### src/rtl/hazard_pkg.sv
// Shared types and constants for the RV32I hazard controller with
// long-latency scoreboard.
package hazard_pkg;

    typedef enum logic [1:0] {
        FWD_RF = 2'b00,
        FWD_W  = 2'b01,
        FWD_M  = 2'b10
    } fwd_sel_t;

    localparam logic [1:0] RESULT_LOAD = 2'b01;

endpackage

### src/rtl/hazard_scoreboard.sv
// Per-register busy tracking for outstanding long-latency writes, with an
// in-flight counter and a sticky protocol-error flag.
module hazard_scoreboard #(
    parameter  int NREG     = 32,
    parameter  int MAX_PEND = 4,
    localparam int RW       = $clog2(NREG),
    localparam int CW       = $clog2(MAX_PEND + 1)
) (
    input  logic            clk,
    input  logic            rst_n,
    input  logic            set_i,
    input  logic [RW-1:0]   set_rd_i,
    input  logic            lwb_valid_i,
    input  logic [RW-1:0]   lwb_rd_i,
    output logic [NREG-1:0] busy_o,
    output logic [CW-1:0]   cnt_o,
    output logic            err_o
);

    localparam logic [NREG-1:0] ONE = {{(NREG-1){1'b0}}, 1'b1};

    logic [NREG-1:0] busy_q, busy_d;
    logic [CW-1:0]   cnt_q, cnt_d;
    logic            err_q, err_d;
    logic            clr_s, ovf_s;
    logic [NREG-1:0] set_mask_s, clr_mask_s;

    // Next-state: clear before set so a same-register set/clear stays busy.
    always_comb begin
        busy_d     = busy_q;
        cnt_d      = cnt_q;
        ovf_s      = 1'b0;
        clr_s      = lwb_valid_i && (lwb_rd_i != '0) && busy_q[lwb_rd_i];
        set_mask_s = set_i ? (ONE << set_rd_i) : '0;
        clr_mask_s = clr_s ? (ONE << lwb_rd_i) : '0;
        busy_d     = ((busy_q & ~clr_mask_s) | set_mask_s) & ~ONE;
        case ({set_i, clr_s})
            2'b10: begin
                if (cnt_q == CW'(MAX_PEND)) begin
                    ovf_s = 1'b1;
                    cnt_d = cnt_q;
                end else begin
                    cnt_d = cnt_q + CW'(1);
                end
            end
            2'b01: begin
                if (cnt_q != '0) begin
                    cnt_d = cnt_q - CW'(1);
                end else begin
                    cnt_d = cnt_q;
                end
            end
            default: cnt_d = cnt_q;
        endcase
        err_d = err_q | (lwb_valid_i & ~clr_s) | ovf_s;
    end

    // Scoreboard state registers.
    always_ff @(posedge clk or negedge rst_n) begin
        if (!rst_n) begin
            busy_q <= '0;
            cnt_q  <= '0;
            err_q  <= 1'b0;
        end else begin
            busy_q <= busy_d;
            cnt_q  <= cnt_d;
            err_q  <= err_d;
        end
    end

    assign busy_o = busy_q;
    assign cnt_o  = cnt_q;
    assign err_o  = err_q;

endmodule

### src/rtl/hazard_ctrl_sb.sv
// Hazard controller: M/W forwarding, load-use, scoreboard and capacity stalls,
// branch flush. Define HAZARD_PERF_EN to build the performance counters.
module hazard_ctrl_sb
    import hazard_pkg::*;
#(
    parameter  int NREG     = 32,
    parameter  int MAX_PEND = 4,
    localparam int RW       = $clog2(NREG),
    localparam int CW       = $clog2(MAX_PEND + 1)
) (
    input  logic            clk,
    input  logic            rst_n,
    input  logic [RW-1:0]   rs1_d,
    input  logic [RW-1:0]   rs2_d,
    input  logic [RW-1:0]   rd_d,
    input  logic            uses_rs1_d,
    input  logic            uses_rs2_d,
    input  logic            regwrite_d,
    input  logic            long_d,
    input  logic [RW-1:0]   rs1_e,
    input  logic [RW-1:0]   rs2_e,
    input  logic [RW-1:0]   rd_e,
    input  logic            regwrite_e,
    input  logic [1:0]      resultsrc_e,
    input  logic            issue_long_e,
    input  logic [RW-1:0]   rd_m,
    input  logic [RW-1:0]   rd_w,
    input  logic            regwrite_m,
    input  logic            regwrite_w,
    input  logic            lwb_valid,
    input  logic [RW-1:0]   lwb_rd,
    input  logic            pcsrc_e,
    output logic [1:0]      forward_a_e,
    output logic [1:0]      forward_b_e,
    output logic            stall_f,
    output logic            stall_d,
    output logic            flush_d,
    output logic            flush_e,
    output logic [NREG-1:0] sb_busy,
    output logic [CW-1:0]   pend_cnt,
    output logic            sb_err,
    output logic [31:0]     perf_stall,
    output logic [31:0]     perf_flush,
    output logic [31:0]     perf_full
);

    localparam logic [NREG-1:0] ONE = {{(NREG-1){1'b0}}, 1'b1};

    logic            set_s, lu_stall_s, sb_stall_s, full_stall_s, any_stall_s;
    logic [NREG-1:0] eb_s;
    logic [CW:0]     inflight_s;
    fwd_sel_t        fwd_a_s, fwd_b_s;

    function automatic fwd_sel_t fwd_pick(input logic [RW-1:0] rs,
                                          input logic [RW-1:0] dm, input logic wm,
                                          input logic [RW-1:0] dw, input logic ww);
        fwd_sel_t sel;
        if (wm && (dm != '0) && (rs == dm)) begin
            sel = FWD_M;
        end else if (ww && (dw != '0) && (rs == dw)) begin
            sel = FWD_W;
        end else begin
            sel = FWD_RF;
        end
        return sel;
    endfunction

    hazard_scoreboard #(.NREG(NREG), .MAX_PEND(MAX_PEND)) u_sb (
        .clk         (clk),
        .rst_n       (rst_n),
        .set_i       (set_s),
        .set_rd_i    (rd_e),
        .lwb_valid_i (lwb_valid),
        .lwb_rd_i    (lwb_rd),
        .busy_o      (sb_busy),
        .cnt_o       (pend_cnt),
        .err_o       (sb_err)
    );

    // Stall sources; eb_s folds in an issue happening this very cycle.
    always_comb begin
        set_s        = issue_long_e & regwrite_e & (rd_e != '0);
        eb_s         = sb_busy | (set_s ? (ONE << rd_e) : '0);
        lu_stall_s   = (resultsrc_e == RESULT_LOAD) & regwrite_e & (rd_e != '0) &
                       ((uses_rs1_d & (rs1_d == rd_e)) | (uses_rs2_d & (rs2_d == rd_e)));
        sb_stall_s   = (uses_rs1_d & eb_s[rs1_d]) | (uses_rs2_d & eb_s[rs2_d]) |
                       (regwrite_d & (rd_d != '0) & eb_s[rd_d]);
        inflight_s   = {1'b0, pend_cnt} + {{CW{1'b0}}, issue_long_e};
        full_stall_s = long_d & (inflight_s >= (CW+1)'(MAX_PEND));
        any_stall_s  = lu_stall_s | sb_stall_s | full_stall_s;
        fwd_a_s      = fwd_pick(rs1_e, rd_m, regwrite_m, rd_w, regwrite_w);
        fwd_b_s      = fwd_pick(rs2_e, rd_m, regwrite_m, rd_w, regwrite_w);
    end

    assign forward_a_e = fwd_a_s;
    assign forward_b_e = fwd_b_s;
    assign stall_f     = any_stall_s & ~pcsrc_e;
    assign stall_d     = any_stall_s & ~pcsrc_e;
    assign flush_e     = any_stall_s | pcsrc_e;
    assign flush_d     = pcsrc_e;

`ifdef HAZARD_PERF_EN
    logic [31:0] perf_stall_q, perf_flush_q, perf_full_q;

    // Free-running event counters, wrapping at 2^32.
    always_ff @(posedge clk or negedge rst_n) begin
        if (!rst_n) begin
            perf_stall_q <= 32'd0;
            perf_flush_q <= 32'd0;
            perf_full_q  <= 32'd0;
        end else begin
            perf_stall_q <= perf_stall_q + {31'd0, stall_d};
            perf_flush_q <= perf_flush_q + {31'd0, pcsrc_e};
            perf_full_q  <= perf_full_q + {31'd0, full_stall_s};
        end
    end

    assign perf_stall = perf_stall_q;
    assign perf_flush = perf_flush_q;
    assign perf_full  = perf_full_q;
`else
    assign perf_stall = 32'd0;
    assign perf_flush = 32'd0;
    assign perf_full  = 32'd0;
`endif

endmodule

### config.mk
export PLATFORM = sky130hd
export DESIGN_NAME = hazard_ctrl_sb
export DESIGN_NICKNAME = d
export VERILOG_FILES = /design/src/rtl/hazard_pkg.sv /design/src/rtl/hazard_scoreboard.sv /design/src/rtl/hazard_ctrl_sb.sv
export SDC_FILE = /design/constraint.sdc
export NUM_CORES = 1
export LEC_CHECK = 0
export BUFFER_PORTS_ARGS = -buffer_cell sky130_fd_sc_hd__clkbuf_2
export CAP_MARGIN = 15
export CORE_UTILIZATION = 44
export CTS_CLUSTER_SIZE = 30
export DETAILED_ROUTE_END_ITERATION = 6
export PLACE_DENSITY = 0.76
export SLEW_MARGIN = 40
export SYNTH_ARGS = -nofsm -noshare
export SYNTH_HDL_FRONTEND = slang
export SYNTH_SLANG_ARGS = --single-unit
### constraint.sdc
create_clock -name clk -period 3.9 [get_ports clk]
set_input_delay 0.585 -clock clk [delete_from_list [all_inputs] [get_ports clk]]
set_output_delay 0.585 -clock clk [all_outputs]
set_load 0.05 [all_outputs]
==> flow_summary.ini, run 1 <==
[setup_path]
path_cells = clkbuf_2, and4b_1, buf_4, a21oi_1, a211oi_1, o41ai_1, a31oi_1, a21oi_1, o2111ai_1, clkbuf_2
worstPathRequired_ns = 3.31
start_kind = input pin
end_kind = output port
reg2reg_to = u_sb.cnt_o[2]
reg2reg_from = u_sb.busy_o[25]
cp_max_fo = 8
arrival_ns = 3.07
max_stage_delay_ns = 0.48
timing.critical_path.buf_inv = 3
slowest_stage = o41ai_1
cpLargestDelayFamily = compound AO/OA/AOI/OAI gates
crit_type = input pin to output port
reg2regPathDepth = 9
rrSetupSlack_ns = 0.71

[sta]
hold_slack_ns = 0.282
worst_pin_slew_ns = 0.549
hold_violations = 0
setup_slack_ns = 0.240
min_period_ns = 3.66
finalClockSkew_ns = 0.00297
rsz0062_at_grt = false
slew_violations = 0
max_freq_mhz = 273
setup_viol = 0
fin_setup_tns_ns = 0
fin_crit_sh_pct = 93.8
relSlewSlack_pct = 63.4

[die]
die-area_um2 = 10400
row_count = 36
die_w_um = 102
ios = 199
initial_core_util_pct = 45.3
core-area_um2 = 9730
die_y_um = 102

[logic_synthesis]
synthAdderAreaFrac_pct = 0.455
synthTopCellsByArea = dfrtp_1 20%, buf_4 17%, nand2_1 6.6%
yosys_warnings = 0
synth_top_area_share_pct = 19.9
ys_seq_area_share_pct = 19.9
ys.flop_type = dfrtp_1
synth_edf_count = 0
synth_seq_cells = 35
async_flop_share_pct = 100
synth_top_family_by_area = compound AO/OA/AOI/OAI gates
synth_cell_types = 63
synth_top_area_cell = dfrtp_1
synth-xor-area-share_pct = 6.56
synthSimpleGateAreaFrac_pct = 19.3
syn_avg_cell_area_um2 = 7.81
yosysMostFrequentCell = buf_4
muxShareOfSynthArea_pct = 8.07
synth_cells = 564
synth_compound_area_share_pct = 23.7
synth_area_um2 = 4400
synth_commonest_cells = 99 x buf_4, 77 x nand2_1, 35 x dfrtp_1

[global_routing]
antenna_found_initial = 0
grt_usage_pct = 26.2
grt_pass1_wl_um = 20900
grt_pass1_vias = 3972
grt_overflow = 0
grt_max_degree = 36

[final_layout]
fin_nets = 705
instances_no_fill = 777
seq_area_um2 = 876
nFillCells = 993
area_delta_synth_final_pct = 6.90
multi_input_area_um2 = 2930
diodes = 0
drive_gt1_share_pct = 21.3

[run_status]
status = finished, final reports clean

[placement]
port_buffers = 101
dp_hpwl_um = 11100
gp_congestion = 0.998
place_ws_ns = 0.280
place_inst = 771

[routing]
wire_per_inst_um = 17.8
met1_length_um = 5330
drt_iter0_markers = 299
vias = 4515
postRouteWirelength_um = 13800
drt_first_pass_iters = 5
route.detailed.drc = 0
wl_met3_um = 1480
antenna_left = 0
route.met2.wl_um = 6520
top_layer = met4
via_per_inst = 5.81

[cts]
ctsResizeCount = 0
root_buffer = clkbuf_8
cts_made_buffers = 5
cts_hold_buf = 0
clockBufferDepth = 2
clock-sinks = 35
cts_setup_buffers = 0
insertion_delay_ns = 0.28
cts-htree-levels = 2
clk_pin_slew_ns = 0.06
cts_tree = done

[power]
ir_drop_mv = 0.198
powerDensity_nw_per_um2 = 427
leakage_nw = 2.23
finalPower_mw = 2.01

[min_path]
hold_path.class = input pin to asynchronous set/reset pin

[run]
max-cap-violations = 0
[worst max path at each step]
stage / depth (start not counted) / slack, ns / to / start
after global routing: 10 / 0.10 / flush_e / rd_e[3]
final: 10 / 0.24 / flush_e / rd_e[3]
after floorplan: 9 / 0.11 / flush_e / rd_e[3]
after global placement: 9 / 0.33 / stall_f / rd_e[3]
after CTS: 10 / 0.29 / stall_f / rd_e[4]
after detailed placement: 10 / 0.28 / u_sb.cnt_o[2] / lwb_rd[0]
[kinds of logic (layout without fill, tap and decap cells)]
logic type,Yosys count,count (layout)
simple gates,169,169
mux,21,21
fa+ha+maj,1,1
flops,35,35
other cells,1,97
compound gates,153,153
xor+xnor,33,33
buf+inv,151,135
[layout make-up]
type	count	share of cell area (%)
inverters	15	1.20
well taps	133	3.53
flip-flops and latches	35	18.6
repair buffers	114	12.9
multi-input cells	474	62.3
clock buffers	6	1.54
[through the flow]
step | instance area (um2) | utilization [%]
global placement | 4630 | 47.6
detailed placement | 4640 | 47.6
finish | 4710 | 48.4
floorplan | 4770 | -
global route | 4710 | 48.4
CTS | 4710 | 48.4
[layer usage]
metal	vias to the layer above	track usage (%)
li1	2008	-
met1	2147	34.6
met2	319	41.6
met3	41	5.20
met4	0	11.6
met5	-	0
[state kept, by name, summed over array words and instances, names as in the netlist]
| signal | cells |
|---|---|
| u_sb.cnt_o | 3 |
| u_sb.busy_o | 31 |
| u_sb.err_o | 1 |
[power breakdown]
group	switching (mW)	internal (mW)	leakage, nW
clock	0.117	0.119	0.0371
combinational	0.889	0.305	1.75
sequential	0.138	0.444	0.439
[cells in the final DEF (no fill, tap or decap), types with 11 or more instances in the layout]
cell,instances
o21ai_1,17
nand2_1,77
dfrtp_1,35
buf_4,13
o21ai_0,19
conb_1,97
xor2_1,23
a211oi_1,29
nand3_1,11
a21oi_1,34
inv_1,15
clkbuf_2,100
nor2_1,15
(Power assumes the default switching activity.)
==> run 2: changes to the inputs <==
--- a/config.mk
+++ b/config.mk
@@ -7,6 +7,7 @@
 export LEC_CHECK = 0
 export BUFFER_PORTS_ARGS = -buffer_cell sky130_fd_sc_hd__clkbuf_2
 export CAP_MARGIN = 15
+export CORE_ASPECT_RATIO = 1.4
 export CORE_UTILIZATION = 44
 export CTS_CLUSTER_SIZE = 30
 export DETAILED_ROUTE_END_ITERATION = 6
==> run 2 against run 1 <==
  * Clock skew grew 0.0018 ns
  * Total power grew 12%
  * Die area is essentially flat
  * Critical path type unchanged
  * Cell count grew 0.26%
  * Fmax grew 1.9%
  * Utilization grew 2.0 points
  * Global-route usage grew 2.3 points
  * Non-clock buffer count grew 1
  * Sequential power is essentially flat
  * Clock power grew 98%
  * Setup slack gained 0.070 ns
  * Combinational power is essentially flat
==> flow_summary.ini, run 2 (same netlist as run 1, synthesis figures left out) <==
[global_routing]
grt_usage_pct = 28.5
antenna_found_initial = 0
grt_pass1_vias = 4327
grt_overflow = 0
grt_max_degree = 36
grt_pass1_wl_um = 22700

[die]
row_count = 42
core-area_um2 = 9560
die_y_um = 120
die_w_um = 86.6
ios = 199
die-area_um2 = 10400
initial_core_util_pct = 46.0

[setup_path]
rrSetupSlack_ns = 0.65
cp_max_fo = 7
crit_type = input pin to output port
reg2reg_to = u_sb.cnt_o[2]
end_kind = output port
arrival_ns = 3.00
start_kind = input pin
reg2reg_from = u_sb.busy_o[25]
reg2regPathDepth = 9
worstPathRequired_ns = 3.31

[placement]
port_buffers = 101
gp_congestion = 0.992
place_inst = 771
place_ws_ns = 0.234
dp_hpwl_um = 11700

[sta]
max_freq_mhz = 279
relSlewSlack_pct = 56.6
worst_pin_slew_ns = 0.642
finalClockSkew_ns = 0.00476
setup_slack_ns = 0.310
slew_violations = 0
rsz0062_at_grt = false
min_period_ns = 3.59
fin_crit_sh_pct = 92.0
setup_viol = 0
fin_setup_tns_ns = 0
hold_violations = 0

[run_status]
status = finished, final reports clean

[routing]
wire_per_inst_um = 18.8
wl_met3_um = 1270
postRouteWirelength_um = 14700
route.met2.wl_um = 7270
antenna_left = 0
via_per_inst = 5.88
route.detailed.drc = 0
top_layer = met4
met1_length_um = 5110
drt_iter0_markers = 347
drt_first_pass_iters = 5
vias = 4580

[cts]
cts_hold_buf = 0
clock-sinks = 35
clk_pin_slew_ns = 0.05
root_buffer = clkbuf_16
insertion_delay_ns = 0.28
ctsResizeCount = 0
cts-htree-levels = 2
cts_tree = done
cts_made_buffers = 5
cts_setup_buffers = 0
clockBufferDepth = 2

[min_path]
hold_path.class = input pin to asynchronous set/reset pin

[final_layout]
diodes = 0
drive_gt1_share_pct = 21.8
instances_no_fill = 779
nFillCells = 979
area_delta_synth_final_pct = 9.35
fin_nets = 706
final_cell_mix = 100 x clkbuf_2, 97 x conb_1, 77 x nand2_1
largest_register_ff_count = 31
layout_commonest_cell = clkbuf_2

[power]
ir_drop_mv = 0.289
powerDensity_nw_per_um2 = 467
leakage_nw = 2.28

[run]
max-cap-violations = 0
run 2: changes by cell type in the layout (fill, tap and decap cells not counted):
| cell | before | now |
|---|---|---|
| bufinv_16 | 0 | 1 |
| clkbuf_1 | 1 | 0 |
| clkbuf_16 | 0 | 5 |
| buf_4 | 13 | 14 |
| clkbuf_8 | 5 | 1 |
| clkinv_2 | 0 | 1 |
run 2: cell type report:
cell class | count | area, um2 | share of cell area [%]
Multi-Input combinational cell | 474 | 2930 | 60.9
Sequential cell | 35 | 876 | 18.2
Timing Repair Buffer | 115 | 613 | 12.7
Tap cell | 132 | 165 | 3.43
Clock buffer | 6 | 139 | 2.88
Inverter | 15 | 56.3 | 1.17
Clock inverter | 2 | 35.0 | 0.727
run 2: worst max-delay path: stages:
cell      delay, ns
clkbuf_2       0.17
and4_1         0.42
a21oi_1        0.22
mux4_2         0.50
or2_0          0.21
a32oi_1        0.22
a21oi_1        0.14
o221ai_2       0.22
clkbuf_2       0.31
run 2: stage by stage:
stage	hold WS, ns	area, um2	total power, mW	utilization, %
finish	0.291	4820	2.25	50.4
global route	0.326	4820	2.34	50.4
CTS	0.303	4820	2.24	50.4
detailed placement	0.473	4640	1.77	48.5
global placement	0.455	4640	1.75	48.5
floorplan	0.289	4770	1.54	-
run 2: routing by layer:
layer	up-vias	track usage [%]
met4	0	19.2
met1	2148	32.2
li1	2006	-
met5	-	0
met2	351	49.3
met3	75	3.69
run 2: power by group:
part / switching (mW) / leakage, nW / internal (mW) / total (mW)
registers: 0.140 / 0.439 / 0.445 / 0.585
clock network: 0.150 / 0.0868 / 0.318 / 0.468
logic: 0.894 / 1.75 / 0.304 / 1.20
total: 1.18 / 2.28 / 1.07 / 2.25
run 2: worst max-delay path by stage:
stage | startpoint | end | slack (ns) | cells after the start
global placement | lwb_rd[0] | u_sb.cnt_o[2] | 0.35 | 10
CTS | rd_e[3] | stall_f | 0.32 | 9
finish | rd_e[3] | stall_f | 0.31 | 9
floorplan | rd_e[3] | flush_e | 0.11 | 9
detailed placement | lwb_rd[0] | u_sb.cnt_o[2] | 0.23 | 10
global route | rd_e[3] | flush_e | 0.17 | 10
